`src/rtl/conv_relu_maxpool.sv`:
```
`default_nettype none
// ============================================================================
// Module   : conv_relu_maxpool
// Brief    : FP16 ReLU followed by 2x2 stride-2 max pooling on a streamed
//            conv output, using a half-row line buffer of pair maxima.
// Revision : 1.0 - initial release
// ============================================================================
module conv_relu_maxpool #(
    parameter int IMG_W = 8,
    parameter int CNT_W = 8
) (
    input  logic        clk,
    input  logic        rst,
    input  logic [15:0] i_data,
    input  logic        i_valid,
    input  logic        i_clear,
    output logic [15:0] o_data,
    output logic        o_valid
);

    localparam int               c_HALF  = IMG_W / 2;
    localparam int               c_IDX_W = (c_HALF > 1) ? $clog2(c_HALF) : 1;
    localparam logic [CNT_W-1:0] c_LAST  = CNT_W'(IMG_W - 1);

    logic [CNT_W-1:0]   r_col;
    logic               r_row_odd;
    logic [15:0]        r_pair_max;
    logic [15:0]        r_line [c_HALF];

    logic               w_accept;
    logic [15:0]        w_relu;
    logic [15:0]        w_pair;
    logic [15:0]        w_buf;
    logic [15:0]        w_win;
    logic [c_IDX_W-1:0] w_idx;

    // Post-ReLU values are non-negative, so bits 14:0 order them as unsigned.
    assign w_accept = i_valid & ~i_clear;
    assign w_relu   = i_data[15] ? 16'h0000 : i_data;
    assign w_pair   = (w_relu[14:0] > r_pair_max[14:0]) ? w_relu : r_pair_max;
    assign w_idx    = c_IDX_W'(r_col >> 1);
    assign w_buf    = r_line[w_idx];
    assign w_win    = (w_buf[14:0] > w_pair[14:0]) ? w_buf : w_pair;

    // Buffer is always rewritten on the even row before the odd row reads it.
    always_ff @(posedge clk) begin
        if (rst && w_accept && r_col[0] && !r_row_odd) begin
            r_line[w_idx] <= w_pair;
        end
    end

    always_ff @(posedge clk) begin
        if (!rst) begin
            r_col      <= '0;
            r_row_odd  <= 1'b0;
            r_pair_max <= 16'h0000;
            o_data     <= 16'h0000;
            o_valid    <= 1'b0;
        end else begin
            o_valid <= 1'b0;
            if (i_clear) begin
                r_col     <= '0;
                r_row_odd <= 1'b0;
            end else if (i_valid) begin
                if (r_col == c_LAST) begin
                    r_col     <= '0;
                    r_row_odd <= ~r_row_odd;
                end else begin
                    r_col <= r_col + 1'b1;
                end
                if (!r_col[0]) begin
                    r_pair_max <= w_relu;
                end else if (r_row_odd) begin
                    o_data  <= w_win;
                    o_valid <= 1'b1;
                end
            end
        end
    end

endmodule
`default_nettype wire

```
`config.mk`:
```
export PLATFORM = sky130hd
export DESIGN_NAME = conv_relu_maxpool
export DESIGN_NICKNAME = d
export VERILOG_FILES = /design/src/rtl/conv_relu_maxpool.sv
export SDC_FILE = /design/constraint.sdc
export NUM_CORES = 1
export LEC_CHECK = 0
export ABC_AREA = 1
export CAP_MARGIN = 20
export CORE_UTILIZATION = 53
export DETAILED_ROUTE_END_ITERATION = 8
export PLACE_DENSITY_LB_ADDON = 0.08
export SYNTH_ARGS = -nofsm -noshare
export SYNTH_HDL_FRONTEND = slang
export SYNTH_SLANG_ARGS = --single-unit
```
`constraint.sdc`:
```
create_clock -name clk -period 4.35 [get_ports clk]
set_input_delay 0.87 -clock clk [delete_from_list [all_inputs] [get_ports clk]]
set_output_delay 0.87 -clock clk [all_outputs]
set_load 0.02 [all_outputs]
```
==> summary.md <==
| Metric | Value |
|---|---|
| Status | finished, final reports clean |
| Largest net degree at the start of global routing | 31 |
| Die area | between 0.01 and 0.015 mm² |
| Final setup violation count | 0 |
| WL final | around 11000 µm |
| CTS root buffer | clkbuf_8 |
| Kind of critical path | input port to flip-flop |
| Worst path top cell family by delay | simple AND/OR/NAND/NOR gates |
| Top cell type by total area after synthesis | edfxtp_1 |
| Class of the worst hold path | flip-flop to flip-flop |
| DR vias/cell | 5.16 |
| Synth top area share | 34.3% |
| Syn Inst Count | slightly above 600 |
| DR DRC count | 0 |
| Global-route wire length before repair | roughly 19000 µm |
| CP most frequent cell | nand2_1 |
| WP buf/inv | 6 |
| Initial Utilization | 55.8% |
| Setup repair after global routing missed its margin | no |
| Setup crit start kind | input port |
| Clock buffer depth | 2 |
| Cell Area, Synth | 0.00525 mm² |
| Number of global-route vias before repair | 3948 |
| Critical path data required time | 4.65 ns |
| First-pass detailed-route iteration total | 5 |
| Ys flop type | edfxtp_1 |
| Synth Register Bits | about 100 |
| Slowest stage delay, CP | ~0.4 ns |
| Slew headroom | around two fifths |
| Number of I/O port buffers | 35 |
| Mean routed wirelength per cell | around 14 µm |
| Final core utilization | between 60% and 70% |
| GRT overflow | 0 |
| Max_cap viols | 0 |
| Number of synthesized flops with an enable pin | 60 |
| CTS Sinks | 102 |
| Cell Rows | 35 |
| GPL Wtd Cong | 0.915 |
| Reg clk slew, reported paths | ~0.10 ns |
| Setup TNS | 0 ns |
| List of most frequent post-synthesis cells | nand2_1 (162), inv_1 (87), a21oi_1 (63), edfxtp_1 (60), nand3_1 (49) |
| Worst Tran Pin Value | slightly above 0.9 ns |
| Mapped Nets | 668 |
| Die Height | 102 µm |
| Fin crit period | roughly 3.8 ns |
| Drt first-iter violations | 154 |
| PwrDens | approximately 320 mW/mm² |
| Leak Pwr | 0.00272 µW |
| Core Area | around 0.0094 mm² |
| Hold_buf cts | 0 |
| Fmax | 261 MHz |
| ANT nets after route | 0 |
| Vias | ~4200 |
| Layout area overhead | 19.3% |
| GR Util All Layers | between 20% and 30% |
| Most common cell in the synthesized netlist | nand2_1 |
| Share of cells above drive strength 1 | 11.9% |
| Arr. time, crit path | just over 4 ns |
| Tcrit/Tclk final | around 88% |
| Detailed placement HPWL | 8270 µm |
| Seq/Total Area, Yosys | 50.3% |
| Critical-path maximum fanout | 8 |
| Latest clock arrival within the worst-skew pair | around 0.37 ns |
| Clk_skew | between 0.015 and 0.02 ns |
| Final Hold Vio Count | 0 |
| Top post-synthesis cells by area | edfxtp_1 (34%), dfxtp_1 (16%), nand2_1 (12%) |
| Antenna violations before repair | 0 |
| Nature of the critical path endpoint | flip-flop |
| Htree depth | 3 |
| Ys async rst share | 0% |
| Final Max Slew Viols | 0 |
| Syn Area/Cell | ~8.5 µm² |
| Die X-Extent | 102 µm |
| Syn. warnings | 0 |
| Yosys cell types | 34 |
| Peak supply drop | approximately 0.19 mV |
| CTS tree | done |
| I/O pins | 37 |
| # nets final | 733 |
| Antenna cell count | 0 |
| Total CTS buffers | 9 |
| CP max-delay cell | clkdlybuf4s50_1 |
[layout by cell type, fill, tap and decap left out, drive strengths merged, types with 2 or more instances in the layout]
cell type,count
buf,43
ha,30
nand3,52
clkinv,4
nor4,3
inv,93
dfxtp,42
a21oi,63
o21ai,23
nor3b,2
o21a,2
edfxtp,60
nor2,25
nand2,166
clkbuf,9
nand4,4
clkdlybuf4s50,34
a32o,14
nor3,10
[state kept, by name, indices dropped and copies added (netlist names), named ones only]
signal / count
r_line: 60
r_col: 8
r_row_odd: 1
r_pair_max: 15
o_data: 15
o_valid: 1
[cells by family after synthesis]
family          after synthesis  synth area share, %
buf+inv                     116                 8.95
other cells                   1               0.0714
simple gates                265                 22.1
xor+xnor                      1                0.167
compound gates              103                 11.3
fa+ha+maj                    30                 7.14
flops                       102                 50.3
[area by class of cell]
cell class | instances | area, µm²
Timing Repair Buffer | 78 | 701
Sequential cell | 102 | 2640
Fill cell | 813 | 3150
Multi-Input combinational cell | 400 | 2210
Clock inverter | 7 | 81.3
Inverter | 92 | 348
Tap cell | 129 | 161
Clock buffer | 9 | 124
[stage by stage]
| stage | worst slack (ns) | area [µm²] | instances | hold WS [ns] | total power, µW |
|---|---|---|---|---|---|
| 3_3_place_gp | -0.0821 | 6000 | 800 | 0.456 | 1400 |
| 4_1_cts | 0.220 | 6200 | 816 | 0.477 | 2030 |
| 3_5_place_dp | -0.114 | 6000 | 800 | 0.462 | 1410 |
| 2_1_floorplan | 0.326 | 5250 | 618 | 0.463 | 1280 |
| 5_1_grt | 0.167 | 6270 | 817 | 0.493 | 2120 |
| 6_report | 0.514 | 6270 | 817 | 0.472 | 2030 |
[power breakdown]
group / internal (µW) / switching [µW] / total [µW]
Sequential: 1040 / 9.17 / 1050
Combinational: 152 / 195 / 347
Clock: 275 / 352 / 627
Total: 1470 / 556 / 2030
[worst register-to-register path, stage by stage (launching register included)]
cell and delay [ns]:
dfxtp_1 0.41, inv_1 0.10, ha_4 0.29, nand2_1 0.05
nor2_1 0.08, nand2_1 0.05, nor2_1 0.09, nand2_1 0.06
nand2_1 0.08, nand2_2 0.07, nand2_4 0.13, buf_12 0.12
nand3_1 0.10, nand2_2 0.13, inv_1 0.07, ha_1 0.32
a21oi_1 0.13, o21ai_0 0.10, a21oi_1 0.19, nand2_2 0.11
buf_4 0.16, nand3_1 0.07, nand2_1 0.05, inv_1 0.05
nand2_1 0.07, a21oi_1 0.12
[what timing repair did]
action	in CTS	in global routing
resized for setup	0	11
buffers inserted	0	1
endpoints found under the setup margin	0	15
hold endpoints to repair	0	0
[path summary, 6_finish.rpt]
check,startpoint,to,slack [ns],cells after the start
hold reg to reg,o_data[13],o_data[13],0.47,2
setup reg to reg,r_pair_max[6],o_data[12],1.08,25
hold / removal,o_data[13],o_data[13],0.47,2
setup / recovery,i_data[6],o_data[12],0.51,27
[per-layer routing]
| layer | vias up | global-route usage [%] | wire length [µm] |
|---|---|---|---|
| met2 | 91 | 38.7 | 5300 |
| met3 | 12 | 3.38 | 467 |
| met5 | - | 0 | 0 |
| met4 | 0 | 7.80 | 142 |
| li1 | 2186 | - | - |
| met1 | 1930 | 32.2 | 5450 |
(Power assumes the default switching activity.)
